## src/rtl/rgy_pkg.sv

```systemverilog
// Shared RGY light encodings and pedestrian-state encoding for the traffic-light family.
// Pure declarations: no latency, no flow control.
package rgy_pkg;

  localparam logic [2:0] COLOR_RED    = 3'b100;
  localparam logic [2:0] COLOR_GREEN  = 3'b010;
  localparam logic [2:0] COLOR_YELLOW = 3'b001;

  typedef enum logic [1:0] {
    PED_DONT_WALK = 2'd0,
    PED_WALK      = 2'd1,
    PED_FLASH     = 2'd2
  } ped_state_e;

  function automatic logic color_legal(input logic [2:0] c);
    return (c == COLOR_RED) || (c == COLOR_GREEN) || (c == COLOR_YELLOW);
  endfunction

endpackage

```

## src/rtl/ped_signal_ctrl_if.sv

```systemverilog
// Light-state input, push-button request and lamp/status outputs of the pedestrian controller.
// Wires only: no latency, no backpressure (all signals are level, sampled every clk).
interface ped_signal_ctrl_if;
  import rgy_pkg::*;

  logic [2:0] color;
  logic       ped_req;
  logic       walk;
  logic       dont_walk;
  logic       ped_wait;
  logic       abort;
  logic       fault;

  modport master (
    output color, ped_req,
    input  walk, dont_walk, ped_wait, abort, fault
  );

  modport slave (
    input  color, ped_req,
    output walk, dont_walk, ped_wait, abort, fault
  );

endinterface

```

## src/rtl/ped_flash_gen.sv

```systemverilog
// DONT_WALK lamp flop with a half-period toggle counter; load forces a steady level.
// Output registered, one edge from load/en to level; no backpressure.
module ped_flash_gen #(
  parameter int HALF = 1
) (
  input  logic clk,
  input  logic rst,
  input  logic en,
  input  logic load,
  input  logic load_val,
  output logic level
);
  import rgy_pkg::*;

  localparam int HW = (HALF > 1) ? $clog2(HALF) : 1;

  logic [HW-1:0] hcnt;

  always_ff @(posedge clk or posedge rst) begin
    if (rst) begin
      hcnt  <= '0;
      level <= 1'b1;
    end else if (load) begin
      hcnt  <= HW'(HALF - 1);
      level <= load_val;
    end else if (en) begin
      if (hcnt == '0) begin
        hcnt  <= HW'(HALF - 1);
        level <= ~level;
      end else begin
        hcnt <= hcnt - HW'(1);
      end
    end
  end

endmodule

```

## src/rtl/ped_signal_ctrl.sv

```systemverilog
// Pedestrian WALK/DONT_WALK sequencer driven by the RGY light state; serves latched requests on red-rise.
// All outputs registered (visible right after the deciding edge); no backpressure.
module ped_signal_ctrl #(
  parameter int WALK_CYCLES  = 20,
  parameter int FLASH_CYCLES = 10,
  parameter int FLASH_HALF   = 1,
  parameter int CNT_W        = 8
) (
  input logic               clk,
  input logic               rst,
  ped_signal_ctrl_if.slave  bus
);
  import rgy_pkg::*;

  localparam logic [1:0] ST_DONT_WALK = PED_DONT_WALK;
  localparam logic [1:0] ST_WALK      = PED_WALK;
  localparam logic [1:0] ST_FLASH     = PED_FLASH;

  logic [1:0]       state, state_nxt;
  logic [CNT_W-1:0] cnt, cnt_nxt;
  logic [2:0]       prev_color;
  logic             ped_wait_q, ped_wait_nxt;
  logic             abort_q, abort_nxt;
  logic             fault_q, fault_nxt;
  logic             walk_q;
  logic             dont_walk_q;

  logic red_rise;
  logic in_phase;
  logic flash_en;

  assign red_rise = (bus.color == COLOR_RED) && (prev_color != COLOR_RED);
  assign in_phase = (state == ST_WALK) || (state == ST_FLASH);

  // Priority: illegal code, then leaving RED, then timer expiry.
  always_comb begin
    state_nxt    = state;
    cnt_nxt      = cnt;
    ped_wait_nxt = ped_wait_q;
    abort_nxt    = 1'b0;
    fault_nxt    = fault_q;
    if (!color_legal(bus.color)) begin
      fault_nxt = 1'b1;
      state_nxt = ST_DONT_WALK;
      cnt_nxt   = '0;
      abort_nxt = in_phase;
      if (state == ST_DONT_WALK)
        ped_wait_nxt = ped_wait_q | bus.ped_req;
    end else begin
      case (state)
        ST_WALK, ST_FLASH: begin
          if (bus.color != COLOR_RED) begin
            state_nxt = ST_DONT_WALK;
            cnt_nxt   = '0;
            abort_nxt = 1'b1;
          end else if (cnt == '0) begin
            state_nxt = (state == ST_WALK) ? ST_FLASH : ST_DONT_WALK;
            cnt_nxt   = (state == ST_WALK) ? CNT_W'(FLASH_CYCLES - 1) : '0;
          end else begin
            cnt_nxt = cnt - CNT_W'(1);
          end
        end
        default: begin
          if (ped_wait_q && red_rise && !fault_q) begin
            state_nxt    = ST_WALK;
            cnt_nxt      = CNT_W'(WALK_CYCLES - 1);
            ped_wait_nxt = 1'b0;
          end else begin
            ped_wait_nxt = ped_wait_q | bus.ped_req;
          end
        end
      endcase
    end
  end

  always_ff @(posedge clk or posedge rst) begin
    if (rst) begin
      state      <= ST_DONT_WALK;
      cnt        <= '0;
      prev_color <= 3'b000;
      ped_wait_q <= 1'b0;
      abort_q    <= 1'b0;
      fault_q    <= 1'b0;
      walk_q     <= 1'b0;
    end else begin
      state      <= state_nxt;
      cnt        <= cnt_nxt;
      prev_color <= bus.color;
      ped_wait_q <= ped_wait_nxt;
      abort_q    <= abort_nxt;
      fault_q    <= fault_nxt;
      walk_q     <= (state_nxt == ST_WALK);
    end
  end

  // The flash flop only free-runs while staying in FLASH; every other edge loads the steady level.
  assign flash_en = (state == ST_FLASH) && (state_nxt == ST_FLASH);

  ped_flash_gen #(
    .HALF(FLASH_HALF)
  ) u_flash (
    .clk      (clk),
    .rst      (rst),
    .en       (flash_en),
    .load     (!flash_en),
    .load_val (state_nxt != ST_WALK),
    .level    (dont_walk_q)
  );

  assign bus.walk      = walk_q;
  assign bus.dont_walk = dont_walk_q;
  assign bus.ped_wait  = ped_wait_q;
  assign bus.abort     = abort_q;
  assign bus.fault     = fault_q;

endmodule

```

## src/flat_wrapper.sv

```systemverilog
// flat-port wrapper written by rule: the top's interface ports become plain ports
module ped_signal_ctrl_flat import rgy_pkg::*;
#(
  parameter int WALK_CYCLES  = 20,
  parameter int FLASH_CYCLES = 10,
  parameter int FLASH_HALF   = 1,
  parameter int CNT_W        = 8
)
  (clk, rst, bus_color, bus_ped_req, bus_walk, bus_dont_walk, bus_ped_wait, bus_abort, bus_fault);
  ped_signal_ctrl_if bus_i ();
  input logic clk;
  input logic rst;
  input wire logic [$bits(bus_i.color)-1:0] bus_color;
  input wire logic [$bits(bus_i.ped_req)-1:0] bus_ped_req;
  output wire logic [$bits(bus_i.walk)-1:0] bus_walk;
  output wire logic [$bits(bus_i.dont_walk)-1:0] bus_dont_walk;
  output wire logic [$bits(bus_i.ped_wait)-1:0] bus_ped_wait;
  output wire logic [$bits(bus_i.abort)-1:0] bus_abort;
  output wire logic [$bits(bus_i.fault)-1:0] bus_fault;
  assign bus_i.color = bus_color;
  assign bus_i.ped_req = bus_ped_req;
  assign bus_walk = bus_i.walk;
  assign bus_dont_walk = bus_i.dont_walk;
  assign bus_ped_wait = bus_i.ped_wait;
  assign bus_abort = bus_i.abort;
  assign bus_fault = bus_i.fault;
  ped_signal_ctrl #(.WALK_CYCLES(WALK_CYCLES), .FLASH_CYCLES(FLASH_CYCLES), .FLASH_HALF(FLASH_HALF), .CNT_W(CNT_W)) u_core (.clk(clk), .rst(rst), .bus(bus_i));
endmodule
```

## config.mk

```make
export PLATFORM = sky130hd
export DESIGN_NAME = ped_signal_ctrl_flat
export DESIGN_NICKNAME = d
export VERILOG_FILES = /design/src/rtl/rgy_pkg.sv /design/src/rtl/ped_signal_ctrl_if.sv /design/src/rtl/ped_flash_gen.sv /design/src/rtl/ped_signal_ctrl.sv /design/src/flat_wrapper.sv
export SDC_FILE = /design/constraint.sdc
export NUM_CORES = 1
export LEC_CHECK = 0
export CAP_MARGIN = 20
export CORE_ASPECT_RATIO = 1.1
export CORE_MARGIN = 2
export CORE_UTILIZATION = 48
export CTS_CLUSTER_SIZE = 10
export DETAILED_ROUTE_END_ITERATION = 6
export GPL_ROUTABILITY_DRIVEN = 0
export PLACE_DENSITY = 0.81
export SETUP_SLACK_MARGIN = 0.15
export SLEW_MARGIN = 5
export SYNTH_ARGS = -nofsm -noshare
export SYNTH_HDL_FRONTEND = slang
export SYNTH_SLANG_ARGS = --single-unit
```

## constraint.sdc

```tcl
create_clock -name clk -period 2.28 [get_ports clk]
set_clock_uncertainty 0.05 [all_clocks]
set_input_delay 0.456 -clock clk [delete_from_list [all_inputs] [get_ports clk]]
set_output_delay 0.456 -clock clk [all_outputs]
set_load 0.05 [all_outputs]
```

# Word level (Yosys, flattened, before mapping)
# Cells that the tools add are included.
[word_totals] register_bits=19 wordCells=62
[op_classes] add_sub_neg=2 eq_ne=13 muxes=23 n_bitwise=2 n_reduce_logical=13
[op_table] op="8-bit 2-to-1 mux" n=5
[op_table] op="2-bit 2-to-1 mux" n=6
[op_table] op="1-bit 2-to-1 mux" n=11
[op_table] op="3-bit != test (second input constant)" n=3
[op_table] op="8-bit logical NOT" n=1
[op_table] op="8-bit by 1-bit subtractor with 8-bit output (second input constant)" n=1
[op_table] op="2-bit by 1-bit == test with 1-bit output (second input constant)" n=2
[op_table] op="2-bit == test (second input constant)" n=2
[op_table] op="1-bit logical AND" n=4
[op_table] op="4-bit 2-to-1 mux" n=1
[op_table] op="2-bit != test (second input constant)" n=2
[op_table] op="3-bit by 1-bit == test with 1-bit output (second input constant)" n=1
[op_table] op="3-bit by 2-bit == test with 1-bit output (second input constant)" n=1
[op_table] op="3-bit == test (second input constant)" n=1
[op_table] op="1-bit logical OR" n=3
[op_table] op="2-bit logical NOT" n=1
[op_table] op="2-bit by 1-bit != test with 1-bit output (second input constant)" n=1
[op_table] op="2-bit AND reduction" n=1
[op_table] op="2-bit nonzero test" n=1
[op_table] op="2-bit OR reduction" n=1
[op_table] op="1-bit logical NOT" n=1
[op_table] op="1-bit inverter" n=1
[op_table] op="1-bit bitwise OR" n=1
[op_table] op="1-bit subtractor (second input constant)" n=1

# Longest topological paths before layout
[depth] word_depth=10 ltp_mapped=8 depth_no_buf=7

# By module
# From an unflattened synthesis, not the netlist that was laid out.
[hier_totals] cells_unflattened=109 area_unflattened_um2=1128.6
[modules_own_cells] mod="ped_signal_ctrl" instances=1 cells_per_inst=104 area_each_um2=1081.0 seq_area_each_um2=425.4
[modules_own_cells] mod="ped_flash_gen" instances=1 cells_per_inst=5 area_each_um2=47.5 seq_area_each_um2=26.3

# Worst setup path after synthesis
# OpenSTA, ideal clock, no wires.
[synth_timing] path_kind="register to register" from="register u_core.state[0]" to="register u_core.cnt[4]" setup_ns=0.121 t_arrival_ns=1.985 setup_slack_ns=0.124 path_stages_with_launch=9 synth_period_minus_slack_ns=2.156 cell_sequence="dfrtp_1 inv_1 ha_1 or4b_1 o31ai_1 nor2b_1 buf_4 nor2_1 o22a_1"
[synth_between] elab_chain_len=4 elab_cells_between_ends=6
[synth_rtl] element="start: declaration" line="ped_signal_ctrl.sv:19" source="logic [1:0] state, state_nxt;"
[synth_rtl] element="start signal: assignment" line="ped_signal_ctrl.sv:86" source="state <= state_nxt;"
[synth_rtl] element="2-bit == test or 2-bit by 1-bit == test with 1-bit output (tied branches)" line="ped_signal_ctrl.sv:50" source="case (state)"
[synth_rtl] element="2-bit OR reduction *" line="ped_signal_ctrl.sv:50"
[synth_rtl] element="8-bit 2-to-1 mux" line="ped_signal_ctrl.sv:50"
[synth_rtl] element="8-bit 2-to-1 mux" line="ped_signal_ctrl.sv:42" source="if (!color_legal(bus.color)) begin"
[synth_rtl] element="end signal: assignment" line="ped_signal_ctrl.sv:87" source="cnt <= cnt_nxt;"
[synth_rtl] element="end: declaration" line="ped_signal_ctrl.sv:20" source="logic [CNT_W-1:0] cnt, cnt_nxt;"
# Mark *: on every way between the ends. The rest lies on a longest branch, timed or not.
# A chain may end at the register's enable or synchronous reset.

# Final worst setup path
[layout_timing] from="input port bus_color[2]" to="register u_core.u_flash.level"
[layout_between] elab_chain_len=10 elab_cells_between_ends=18
[layout_rtl] element="start: declaration" line="flat_wrapper.sv:13" source="input wire logic [$bits(bus_i.color)-1:0] bus_color;"
[layout_rtl] element="3-bit == test" line="rgy_pkg.sv:16, ped_signal_ctrl.sv:32"
[layout_rtl] element="1-bit logical AND" line="ped_signal_ctrl.sv:32" source="assign red_rise = (bus.color == COLOR_RED) && (prev_color != COLOR_RED);"
[layout_rtl] element="1-bit logical AND (2 in a row)" line="ped_signal_ctrl.sv:64" source="if (ped_wait_q && red_rise && !fault_q) begin"
[layout_rtl] element="2-bit 2-to-1 mux" line="ped_signal_ctrl.sv:64"
[layout_rtl] element="2-bit 2-to-1 mux" line="ped_signal_ctrl.sv:50"
[layout_rtl] element="2-bit 2-to-1 mux *" line="ped_signal_ctrl.sv:42"
[layout_rtl] element="via u_core.state_nxt[1]" line="ped_signal_ctrl.sv:19"
[layout_rtl] element="2-bit == test" line="ped_signal_ctrl.sv:97" source="assign flash_en = (state == ST_FLASH) && (state_nxt == ST_FLASH);"
[layout_rtl] element="1-bit logical AND" line="ped_signal_ctrl.sv:97"
[layout_rtl] element="2-bit != test (no source line) or 1-bit 2-to-1 mux (tied branches)"
[layout_rtl] element="end signal: assignment" line="ped_flash_gen.sv:25" source="level <= load_val;"
[layout_rtl] element="end signal: assignment" line="ped_flash_gen.sv:29" source="level <= ~level;"
[layout_rtl] element="end: declaration" line="ped_flash_gen.sv:11" source="output logic level"
# Mark *: on every way through the listed nets, which the timed path passes. The rest lies on a longest branch.

==> flow_summary_export.csv <==
group,metric,value,unit
critical_path,timing_worst_setup_path_type,"in2reg",
sta,tightest_slew,0.7213,ns
synthesis,synth.cell_area,970.9,um^2
global_routing,overall_fraction_of_global_route_tracks_in_use,19.25,%
route,drc,0,
clock_tree,htreeDepth,1,
route,num_vias,781,
die,die_height,51.17,um
clock_tree,clock_sink_count,18,
synthesis,yosys.area.top_type,"sky130_fd_sc_hd__dfrtp_1",
die,initial_standard_cell_utilization_of_the_core,49.62,%
synthesis,synthFlopType,"sky130_fd_sc_hd__dfrtp_1",
synthesis,synth-seq-cells,18,
layout,design_area,1291,um^2
power_and_ir_drop,power.density,527.6,nW/um^2
sta,final_min_period_over_clock_period,90.00,%
synthesis,most_common_cell_in_the_synthesized_netlist,"sky130_fd_sc_hd__dfrtp_1",
synthesis,yosysSeqAreaShare,46.52,%
critical_path,required,2.46,ns
critical_path,timing.critical_path.max_delay_family,"simple AND/OR/NAND/NOR gates",
die,core,1957,um^2
global_routing,largest_net_degree_at_the_start_of_global_routing,19,
critical_path,number_of_buffers_and_inverters_on_the_critical_path,1,
sta,finalCriticalPeriod,2.052,ns
critical_path,timing.critical_path.arrival,2.23,ns
placement,portBuffers,10,
outcome,run_status,"finished, final reports clean",
layout,number_of_nets_in_the_finished_design,130,
synthesis,synth_cells,92,
sta,slew_headroom,51.81,%
worst_hold_path,hold_class,"reg2reg",
critical_path,worstSetupEndpointType,"flop",
power_and_ir_drop,worst_ir_drop_vdd,359.2,uV
die,chipWidth,46.88,um
synthesis,synth_enable_flop_cells,0,
placement,placedInstanceArea,1174,um^2
route,post_drt_via_cell_ratio,5.349,
die,ioPinCount,11,
global_routing,globalRoute.totalOverflow,0,
global_routing,via_count_of_the_first_global_routing_pass,749,
critical_path,worstPathCellList,"clkdlybuf4s50_1 > or3b_1 > nor4b_4 > nor3_1 > o211a_4 > mux2i_1",
synthesis,syn_nets,103,
clock_tree,numCtsBuffers,3,
critical_path,critPathSlowestCell,"sky130_fd_sc_hd__clkdlybuf4s50_1",
sta,grt_setup_unrepaired,"false",
synthesis,yosysTopAreaCellShare,43.81,%
run,max_cap_viol_count,0,
synthesis,synth_cell_types,38,
sta,finalHoldViolCount,0,
route,postRouteWirelength,1.981,mm
synthesis,synth.avg_cell_area,10.55,um^2
layout,fillCellCount,154,
sta,slew_limit_fails,0,
route,antenna_violating_nets_post_route,0,
die,num_rows,17,
critical_path,timing.critical_path.from_type,"input port",
sta,setup_slack,0.2280,ns
clock_tree,clockBufferDepth,2,
clock_tree,clock_tree_from_tritoncts,"built",
clock_tree,clkTransAtPathRegs,0.10,ns
power_and_ir_drop,p_leak,0.5949,nW
global_routing,grt_first_pass_wirelength,3.256,mm
route,detail_route.wl_per_cell,13.57,um
sta,setup_viol_count_final,0,
synthesis,synth_top_cells_by_area,"sky130_fd_sc_hd__dfrtp_1, sky130_fd_sc_hd__ha_1, sky130_fd_sc_hd__nor2_1",
route,dr.first_iter.drc_count,11,
synthesis,synthArstFlopShare,100.0,%
layout,drive_above_1_share,27.12,%
route,drtPass1Iterations,4,
synthesis,yosys-top-cells-count,"sky130_fd_sc_hd__dfrtp_1, sky130_fd_sc_hd__nor2_1, sky130_fd_sc_hd__nand2_1",
critical_path,slowest_delay,0.51,ns
synthesis,ys_warn_count,0,
clock_tree,cts-root-buf,"sky130_fd_sc_hd__clkbuf_4",
sta,max_freq,487.3,MHz
die,die_footprint,2399,um^2
critical_path,timing.critical_path.fanout_max,3,
layout,area_delta_synth_final,32.99,%
placement,dp_worst_setup_slack,-0.1665,ns
layout,diodes,0,
clock_tree,ctsHoldBuffers,0,
clock_tree,clock_latency,0.30,ns
placement,post-dp-hpwl,1.384,mm
global_routing,grt_antenna_before_repair,0,
[placed cells by master, fill, tap and decap left out, types with 3 or more instances in the layout]
master / n
sky130_fd_sc_hd__buf_4: 14
sky130_fd_sc_hd__clkbuf_4: 3
sky130_fd_sc_hd__clkdlybuf4s50_1: 8
sky130_fd_sc_hd__dfrtp_1: 17
sky130_fd_sc_hd__ha_1: 4
sky130_fd_sc_hd__inv_1: 3
sky130_fd_sc_hd__nand2_1: 6
sky130_fd_sc_hd__nand2b_1: 3
sky130_fd_sc_hd__nor2_1: 10
sky130_fd_sc_hd__o21ai_0: 4
sky130_fd_sc_hd__o21ai_1: 3
[metrics by stage]
| stage | cells | hold slack (ns) | utilization (%) | total power, mW | setup TNS (ns) |
|---|---|---|---|---|---|
| final | 146 | 0.4517 | 65.98 | 0.6813 | 0 |
| after global routing | 146 | 0.4602 | 65.98 | 0.7174 | 0 |
| after CTS | 144 | 0.4513 | 63.87 | 0.6763 | 0 |
| after detailed placement | 138 | 0.4363 | 59.97 | 0.4738 | -0.3614 |
| after global placement | 138 | 0.4273 | 59.97 | 0.4697 | -0.1365 |
| after floorplan | 92 | 0.3438 | - | 0.4355 | 0 |
[flip-flops by register name (all words and copies together), names as in the netlist]
register	count
u_core.bus.ped_wait	1
u_core.bus.walk	1
u_core.u_flash.level	1
u_core.cnt	8
u_core.bus.abort	1
u_core.bus.fault	1
u_core.state	2
u_core.prev_color	3
[final timing paths]
| path | start | endpoint | depth (start not counted) | slack, ns |
|---|---|---|---|---|
| max in group asynchronous | rst | u_core.bus.ped_wait$_DFFE_PP0P_ | 2 | 1.26 |
| min in group asynchronous | rst | u_core.cnt[3]$_DFFE_PP0P_ | 2 | 0.49 |
| worst max-delay path | bus_color[2] | u_core.u_flash.level$_DFF_PP1_ | 6 | 0.23 |
| worst min register to register | u_core.cnt[7]$_DFFE_PP0P_ | u_core.cnt[7]$_DFFE_PP0P_ | 1 | 0.45 |
| worst min-delay path | u_core.cnt[7]$_DFFE_PP0P_ | u_core.cnt[7]$_DFFE_PP0P_ | 1 | 0.45 |
| worst max register to register | u_core.cnt[1]$_DFFE_PP0P_ | u_core.u_flash.level$_DFF_PP1_ | 6 | 0.24 |
[timing repair]
item	4_1_cts	5_1_grt
pin swaps	4	4
gates resized for setup	6	6
buffers inserted	2	2
setup endpoints to repair	7	9
[cell type report]
| class | count | area [um^2] | share of cell area [%] |
|---|---|---|---|
| Clock buffer | 4 | 36.28 | 2.810 |
| Inverter | 5 | 18.77 | 1.453 |
| Multi-Input combinational cell | 67 | 543.0 | 42.05 |
| Sequential cell | 18 | 451.7 | 34.98 |
| Tap cell | 28 | 35.03 | 2.713 |
| Timing Repair Buffer | 24 | 206.4 | 15.99 |
[cell families (layout without fill, tap and decap cells)]
kind of cell	after synthesis	count (layout)	synth area share, %
mux	1	1	1.031
xor+xnor	2	2	1.804
compound gates	25	25	20.49
buf+inv	7	33	3.222
flops	18	18	46.52
simple gates	34	34	20.49
fa+ha+maj	5	5	6.443
[power by group]
group,internal [mW],total (mW),switching (mW)
Clock,0.0974,0.198,0.100
Combinational,0.0682,0.146,0.0776
Sequential,0.329,0.338,0.00824
[routing by layer]
layer / part of all wire, % / wire [um] / global-route usage [%] / up-vias
met5: 0 / 0 / 0 / -
met4: 1.8 / 35 / 9.722 / 0
met3: 3.1 / 61 / 2.120 / 4
met2: 51 / 1012 / 31.74 / 23
met1: 44 / 872 / 24.04 / 370
li1: - / - / - / 384
Note: power is estimated with default switching activity, not from simulation.
